### config.mk
export PLATFORM = sky130hd
export DESIGN_NAME = jesd207_burst_ctrl_flat
export DESIGN_NICKNAME = d
export VERILOG_FILES = /design/src/rtl/jesd207_pkg.sv /design/src/rtl/jesd207_burst_ctrl_if.sv /design/src/rtl/jesd207_guard_timer.sv /design/src/rtl/jesd207_burst_ctrl.sv /design/src/flat_wrapper.sv
export SDC_FILE = /design/constraint.sdc
export NUM_CORES = 1
export LEC_CHECK = 0
export ABC_AREA = 0
export BUFFER_PORTS_ARGS = -buffer_cell sky130_fd_sc_hd__buf_2
export CAP_MARGIN = 20
export CORE_UTILIZATION = 57
export CTS_CLUSTER_SIZE = 28
export DETAILED_ROUTE_END_ITERATION = 16
export GPL_TIMING_DRIVEN = 0
export PLACE_DENSITY = 0.8
export SYNTH_ARGS = -nofsm -noshare
export SYNTH_HDL_FRONTEND = slang
export SYNTH_SLANG_ARGS = --single-unit
### constraint.sdc
create_clock -name fclk -period 4.3 [get_ports fclk]
set_input_delay 0 -clock fclk [delete_from_list [all_inputs] [get_ports fclk]]
set_output_delay 0 -clock fclk [all_outputs]
set_load 0.03 [all_outputs]
### src/rtl/jesd207_pkg.sv
// Shared types and constants for the JESD207 burst controller.
// State encoding, ENABLE mode selectors and default guard times.
package jesd207_pkg;

  typedef enum logic [2:0] {
    S_IDLE  = 3'd0,
    S_SETUP = 3'd1,
    S_TRANS = 3'd2,
    S_STOP  = 3'd3,
    S_GAP   = 3'd4
  } state_t;

  localparam int EN_PULSE = 0;
  localparam int EN_LEVEL = 1;

  localparam int DEF_SETUP_CYC = 3;
  localparam int DEF_GAP_CYC   = 2;

  localparam int GUARD_W = 8;

endpackage

### src/rtl/jesd207_burst_ctrl_if.sv
// Host/FIFO-side bundle of the JESD207 burst controller.
// master = host and FIFO flags, slave = controller.
interface jesd207_burst_ctrl_if #(
  parameter int LENW = 16
);

  logic            start;
  logic            tx_nrx_req;
  logic [LENW-1:0] burst_len;
  logic            abort;
  logic            fifo_rempty;
  logic            fifo_wfull;
  logic            fifo_rd_en;
  logic            fifo_wr_en;
  logic            tx_nrx;
  logic            jesd_en;
  logic            ch_id;
  logic            busy;
  logic            done;
  logic [LENW-1:0] xfer_cnt;
  logic            short_burst;
  logic            aborted;

  modport master (
    output start, tx_nrx_req, burst_len, abort,
    output fifo_rempty, fifo_wfull,
    input  fifo_rd_en, fifo_wr_en,
    input  tx_nrx, jesd_en, ch_id,
    input  busy, done, xfer_cnt,
    input  short_burst, aborted
  );

  modport slave (
    input  start, tx_nrx_req, burst_len, abort,
    input  fifo_rempty, fifo_wfull,
    output fifo_rd_en, fifo_wr_en,
    output tx_nrx, jesd_en, ch_id,
    output busy, done, xfer_cnt,
    output short_burst, aborted
  );

endinterface

### src/rtl/jesd207_guard_timer.sv
// Loadable down-counter with terminal flag.
// Shared by the SETUP and GAP guard intervals.
module jesd207_guard_timer
  import jesd207_pkg::*;
#(
  parameter int W = GUARD_W
) (
  input  logic         fclk,
  input  logic         rstn,
  input  logic         load,
  input  logic [W-1:0] value,
  output logic         zero
);

  logic [W-1:0] cnt;

  always_ff @(posedge fclk or negedge rstn) begin
    if (!rstn) begin
      cnt <= '0;
    end else if (load) begin
      cnt <= value;
    end else if (cnt != '0) begin
      cnt <= cnt - 1'b1;
    end
  end

  assign zero = (cnt == '0);

endmodule

### src/rtl/jesd207_burst_ctrl.sv
// JESD207 TXNRX/ENABLE burst sequencer gating an external FIFO.
// IDLE -> SETUP -> TRANS -> STOP -> GAP, with abort and status.
module jesd207_burst_ctrl
  import jesd207_pkg::*;
#(
  parameter int NCH         = 1,
  parameter int LENW        = 16,
  parameter int SETUP_CYC   = DEF_SETUP_CYC,
  parameter int GAP_CYC     = DEF_GAP_CYC,
  parameter int ENABLE_MODE = EN_PULSE
) (
  input logic           fclk,
  input logic           rstn,
  jesd207_burst_ctrl_if.slave bus
);

  localparam logic [GUARD_W-1:0] SETUP_LD =
    GUARD_W'(SETUP_CYC - 1);
  localparam logic [GUARD_W-1:0] GAP_LD =
    GUARD_W'(GAP_CYC - 1);

  state_t            state;
  state_t            state_n;
  logic [LENW-1:0]   len_q;
  logic [LENW-1:0]   cnt_q;
  logic [LENW-1:0]   cnt_inc;
  logic              tx_q;
  logic              en_q;
  logic              ch_q;
  logic              done_q;
  logic              short_q;
  logic              ab_q;
  logic              trans;
  logic              beat;
  logic              last_beat;
  logic              flag_stop;
  logic              ld;
  logic [GUARD_W-1:0] ld_val;
  logic              zero;
  logic              en_n;
  logic              done_n;

  jesd207_guard_timer #(.W(GUARD_W)) u_guard (
    .fclk  (fclk),
    .rstn  (rstn),
    .load  (ld),
    .value (ld_val),
    .zero  (zero)
  );

  assign trans = (state == S_TRANS);

  assign bus.fifo_rd_en = trans & tx_q & ~bus.fifo_rempty;
  assign bus.fifo_wr_en = trans & ~tx_q & ~bus.fifo_wfull;

  assign beat      = bus.fifo_rd_en | bus.fifo_wr_en;
  assign cnt_inc   = (&cnt_q) ? cnt_q : cnt_q + 1'b1;
  assign last_beat = beat && (len_q != '0) && (cnt_inc == len_q);
  assign flag_stop = tx_q ? bus.fifo_rempty : bus.fifo_wfull;

  always_comb begin
    state_n = state;
    ld      = 1'b0;
    ld_val  = SETUP_LD;
    done_n  = 1'b0;
    unique case (state)
      S_IDLE: begin
        if (bus.start) begin
          state_n = S_SETUP;
          ld      = 1'b1;
        end
      end
      S_SETUP: begin
        if (bus.abort) begin
          state_n = S_GAP;
          ld      = 1'b1;
          ld_val  = GAP_LD;
          done_n  = 1'b1;
        end else if (zero) begin
          state_n = S_TRANS;
        end
      end
      S_TRANS: begin
        if (last_beat || bus.abort || flag_stop) begin
          state_n = S_STOP;
          done_n  = 1'b1;
        end
      end
      S_STOP: begin
        state_n = S_GAP;
        ld      = 1'b1;
        ld_val  = GAP_LD;
      end
      S_GAP: begin
        if (zero) state_n = S_IDLE;
      end
      default: state_n = S_IDLE;
    endcase
    // Pulse: high entering TRANS and in STOP. Level: high all TRANS.
    en_n =
      ((state_n == S_TRANS) &&
       ((state == S_SETUP) || (ENABLE_MODE == EN_LEVEL))) ||
      ((state_n == S_STOP) && (ENABLE_MODE == EN_PULSE));
  end

  always_ff @(posedge fclk or negedge rstn) begin
    if (!rstn) begin
      state   <= S_IDLE;
      len_q   <= '0;
      cnt_q   <= '0;
      tx_q    <= 1'b1;
      en_q    <= 1'b0;
      ch_q    <= 1'b0;
      done_q  <= 1'b0;
      short_q <= 1'b0;
      ab_q    <= 1'b0;
    end else begin
      state  <= state_n;
      en_q   <= en_n;
      done_q <= done_n;
      if ((state == S_IDLE) && bus.start) begin
        len_q   <= bus.burst_len;
        tx_q    <= bus.tx_nrx_req;
        cnt_q   <= '0;
        ch_q    <= 1'b0;
        short_q <= 1'b0;
        ab_q    <= 1'b0;
      end
      if ((state == S_SETUP) && bus.abort) ab_q <= 1'b1;
      if (trans) begin
        if (beat) begin
          cnt_q <= cnt_inc;
          ch_q  <= (NCH == 2) ? ~ch_q : 1'b0;
        end
        // A completing beat wins over abort and flag stops.
        if (!last_beat) begin
          if (bus.abort) begin
            ab_q <= 1'b1;
          end else if (flag_stop && (len_q != '0)) begin
            short_q <= 1'b1;
          end
        end
      end
    end
  end

  assign bus.tx_nrx      = tx_q;
  assign bus.jesd_en     = en_q;
  assign bus.ch_id       = ch_q;
  assign bus.busy        = (state != S_IDLE);
  assign bus.done        = done_q;
  assign bus.xfer_cnt    = cnt_q;
  assign bus.short_burst = short_q;
  assign bus.aborted     = ab_q;

endmodule

### src/flat_wrapper.sv
// flat-port wrapper written by rule: the top's interface ports become plain ports
module jesd207_burst_ctrl_flat import jesd207_pkg::*;
#(
  parameter int NCH         = 1,
  parameter int LENW        = 16,
  parameter int SETUP_CYC   = DEF_SETUP_CYC,
  parameter int GAP_CYC     = DEF_GAP_CYC,
  parameter int ENABLE_MODE = EN_PULSE
)
  (fclk, rstn, bus_start, bus_tx_nrx_req, bus_burst_len, bus_abort, bus_fifo_rempty, bus_fifo_wfull, bus_fifo_rd_en, bus_fifo_wr_en, bus_tx_nrx, bus_jesd_en, bus_ch_id, bus_busy, bus_done, bus_xfer_cnt, bus_short_burst, bus_aborted);
  jesd207_burst_ctrl_if #(.LENW(LENW)) bus_i ();
  input logic fclk;
  input logic rstn;
  input wire logic [$bits(bus_i.start)-1:0] bus_start;
  input wire logic [$bits(bus_i.tx_nrx_req)-1:0] bus_tx_nrx_req;
  input wire logic [$bits(bus_i.burst_len)-1:0] bus_burst_len;
  input wire logic [$bits(bus_i.abort)-1:0] bus_abort;
  input wire logic [$bits(bus_i.fifo_rempty)-1:0] bus_fifo_rempty;
  input wire logic [$bits(bus_i.fifo_wfull)-1:0] bus_fifo_wfull;
  output wire logic [$bits(bus_i.fifo_rd_en)-1:0] bus_fifo_rd_en;
  output wire logic [$bits(bus_i.fifo_wr_en)-1:0] bus_fifo_wr_en;
  output wire logic [$bits(bus_i.tx_nrx)-1:0] bus_tx_nrx;
  output wire logic [$bits(bus_i.jesd_en)-1:0] bus_jesd_en;
  output wire logic [$bits(bus_i.ch_id)-1:0] bus_ch_id;
  output wire logic [$bits(bus_i.busy)-1:0] bus_busy;
  output wire logic [$bits(bus_i.done)-1:0] bus_done;
  output wire logic [$bits(bus_i.xfer_cnt)-1:0] bus_xfer_cnt;
  output wire logic [$bits(bus_i.short_burst)-1:0] bus_short_burst;
  output wire logic [$bits(bus_i.aborted)-1:0] bus_aborted;
  assign bus_i.start = bus_start;
  assign bus_i.tx_nrx_req = bus_tx_nrx_req;
  assign bus_i.burst_len = bus_burst_len;
  assign bus_i.abort = bus_abort;
  assign bus_i.fifo_rempty = bus_fifo_rempty;
  assign bus_i.fifo_wfull = bus_fifo_wfull;
  assign bus_fifo_rd_en = bus_i.fifo_rd_en;
  assign bus_fifo_wr_en = bus_i.fifo_wr_en;
  assign bus_tx_nrx = bus_i.tx_nrx;
  assign bus_jesd_en = bus_i.jesd_en;
  assign bus_ch_id = bus_i.ch_id;
  assign bus_busy = bus_i.busy;
  assign bus_done = bus_i.done;
  assign bus_xfer_cnt = bus_i.xfer_cnt;
  assign bus_short_burst = bus_i.short_burst;
  assign bus_aborted = bus_i.aborted;
  jesd207_burst_ctrl #(.NCH(NCH), .LENW(LENW), .SETUP_CYC(SETUP_CYC), .GAP_CYC(GAP_CYC), .ENABLE_MODE(ENABLE_MODE)) u_core (.fclk(fclk), .rstn(rstn), .bus(bus_i));
endmodule
==> metrics.txt <==
status finished, final reports clean; Core ar. 5110 um2; min Tclk post-route 2.78 ns; critical path required time 4.52 ns; 1st-pass router iterations 6; R2R Setup Slk 1.52 ns; Overall Global Routing Usage 30.0%; Commonest cells post-synth 68 x nand2_1, 48 x dfrtp_1, 24 x a21oi_1, 24 x nor2_1, 13 x xnor2_1; critical path start-end classification register to register; synth top area cells dfrtp_1 39%, nand2_1 8.4%, a21oi_1 3.9%, xnor2_1 3.7%, nor2_1 3.0%; die boundary height 75.1 um; Synth cell types 60; leakage 1.73 nW; WL/cell 15.9 um; setup TNS 0 ns; Die Wd 75.1 um; Clock Sinks 49; initial core utilization 59.6%; Yosys top cell by area dfrtp_1; Bufs on Longest Clock Path 2; number of CTS-inserted buffers 5; pin count of the biggest net entering global routing 50; element type at the critical path end register; via count of the routed design 2906; worst path arrival time 3.00 ns; unrepaired setup endpoints after global routing false; Worst-Margin Slew 0.676 ns; crit path max fanout 10; final setup violating endpoints 0; clk root buf clkbuf_8; critical path's largest stage delay 0.51 ns; Mapped Cells 348; Remaining DRCs 0; Post-synth top flop dfrtp_1; Avg Cell Area, Syn 8.74 um2; Max Transition Viols Final 0; Hold Path Class primary input to async pin; Port Buffers 47; share of cells above drive strength 1 19.7%; DP HPWL 5390 um; Seq/Total Area, Yosys 40.4%; Fin. Hold Viols 0; Reg clk slew, reported paths 0.10 ns; syn_nets 374; CTS tree done; ant diodes 0; post-route ant nets 0; #FFs+latches synth 49; CTS H-Tree Depth 2; clk_lat worst skew 0.30 ns; WL final 7810 um; Max Fclk 0.360 GHz; top-level I/O count 48; pre-CTS setup slack 1.53 ns; vias in the first global route 2689; final net count 447; Async SR Flop Fraction 100%; global placement routability congestion 0.888; clk_skew 0.00393 ns; Via density 5.91; crit path cell chain ha_1 > nand3_2 > buf_4 > nor4_1 > a21oi_1 > nor4b_1 > o2111a_1 > nand4_2 > a311oi_2; post-CTS setup buffer count 0; critical path startpoint category register; count leader, synth nand2_1; first-pass GRT wire length 12800 um; fin worst setup slack 1.52 ns; number of synthesized flops with an enable pin 0; Max-slew headroom 54.8%; area share of the largest cell type after synthesis 39.5%; antenna violations before repair 0; total congestion overflow 0; Final period util 64.7%; CP delay by family, top simple AND/OR/NAND/NOR gates; row cnt 26; Buf/Inv on CP 1; die area 5630 um2; Yosys Warn Count 0; maximum vdd drop 313 uV; power density over cell area 480 nW/um2; Area Growth Syn to Fin 20.9%; Max-Cap Viols 0; initial drt markers 236; Slowest cell on crit path dfrtp_1; cell area after synthesis 3040 um2
-- cell families (layout without fill, tap and decap cells) --
logic type      Yosys count  after routing  share of synthesized area, %
simple gates            178            178                          31.6
compound gates           67             67                          15.1
flops                    49             49                          40.4
buf+inv                  25             99                          3.66
xor+xnor                 24             24                          7.36
fa+ha+maj                 3              3                          1.23
mux                       2              2                         0.658
-- final cells by class --
type	count	area, um2
sequential	49	1230
inverter	5	18.8
clock inverter	3	43.8
fill	395	1430
buffer	20	92.6
clock buffer	5	68.8
multi-input combinational	274	1700
timing repair buffer	66	435
tap	70	87.6
-- final timing paths --
path,startpoint,endpoint,depth (start not counted)
max in group asynchronous,rstn,u_core.bus.tx_nrx,3
min,rstn,u_core.bus.xfer_cnt[7],2
max reg2reg,u_core.bus.xfer_cnt[0],u_core.bus.jesd_en,9
min in group fclk,bus_abort,u_core.state[0],3
min reg2reg,u_core.bus.tx_nrx,u_core.bus.tx_nrx,2
max,u_core.bus.xfer_cnt[0],u_core.bus.jesd_en,9
-- power by group --
part / internal (mW) / switching [mW] / leakage (nW)
clock network: 0.175 / 0.163 / 0.0585
logic: 0.279 / 0.392 / 1.03
registers: 0.592 / 0.164 / 0.642
total: 1.05 / 0.719 / 1.73
-- cell usage in the layout, fill, tap and decap left out, types with 3 or more instances in the layout --
cell type and n:
dfrtp_1 48, nor2b_1 3, or2_2 3, clkbuf_1 10
o21ai_0 11, nor3_1 9, a21oi_1 24, and3_1 5
nor3b_1 5, a311oi_1 5, and2_1 4, nor4b_1 3
xnor2_1 13, nand4_1 7, nand3_1 12, nand2b_1 7
inv_1 5, xor2_1 10, buf_2 54, ha_1 3
nor2_1 24, a211oi_1 3, dlygate4sd3_1 18, nor4_1 7
clkbuf_8 5, or4_1 5, nand2_1 68
-- per-stage QoR --
stage,power (mW),hold WS (ns),utilization [%],std cells,cell area (um2)
after floorplan,1.21,-0.296,-,348,3040
after global placement,1.37,0.188,65.9,465,3360
after detailed placement,1.40,0.192,65.9,465,3360
after CTS,1.75,0.0600,71.6,491,3660
after global routing,1.89,0.0757,72.0,492,3680
final,1.76,0.0566,72.0,492,3680
-- routing by layer --
metal	wire length, um	part of all wire (%)	vias to the layer above	track usage (%)
met3	455	5.8	6	4.28
li1	-	-	1396	-
met4	52	0.67	0	7.76
met2	3780	48	115	49.0
met1	3520	45	1389	41.9
met5	0	0	-	0
-- flip-flops by register name, summed over array words and instances, names as in the netlist --
signal	count
u_core.bus.xfer_cnt	16
u_core.len_q	16
u_core.u_guard.cnt	8
u_core.state	3
u_core.bus.aborted	1
u_core.bus.ch_id	1
u_core.bus.done	1
u_core.bus.jesd_en	1
u_core.bus.short_burst	1
u_core.bus.tx_nrx	1
-- what timing repair did --
| action | CTS | global route |
|---|---|---|
| hold buffers | 18 | 0 |
| resized for setup | 0 | 0 |
| endpoints found under the hold margin | 65 | 0 |
-- worst reg2reg max path: cells and delay by family (launching register included) --
kind,cells,cell delay [ns]
adders and majority gates,1,0.33
DFF,1,0.51
and+or+nand+nor,4,1.05
AOI/OAI and AO/OA,3,0.60
buffers and inverters,1,0.20
Note: power is estimated with default switching activity, not from simulation.
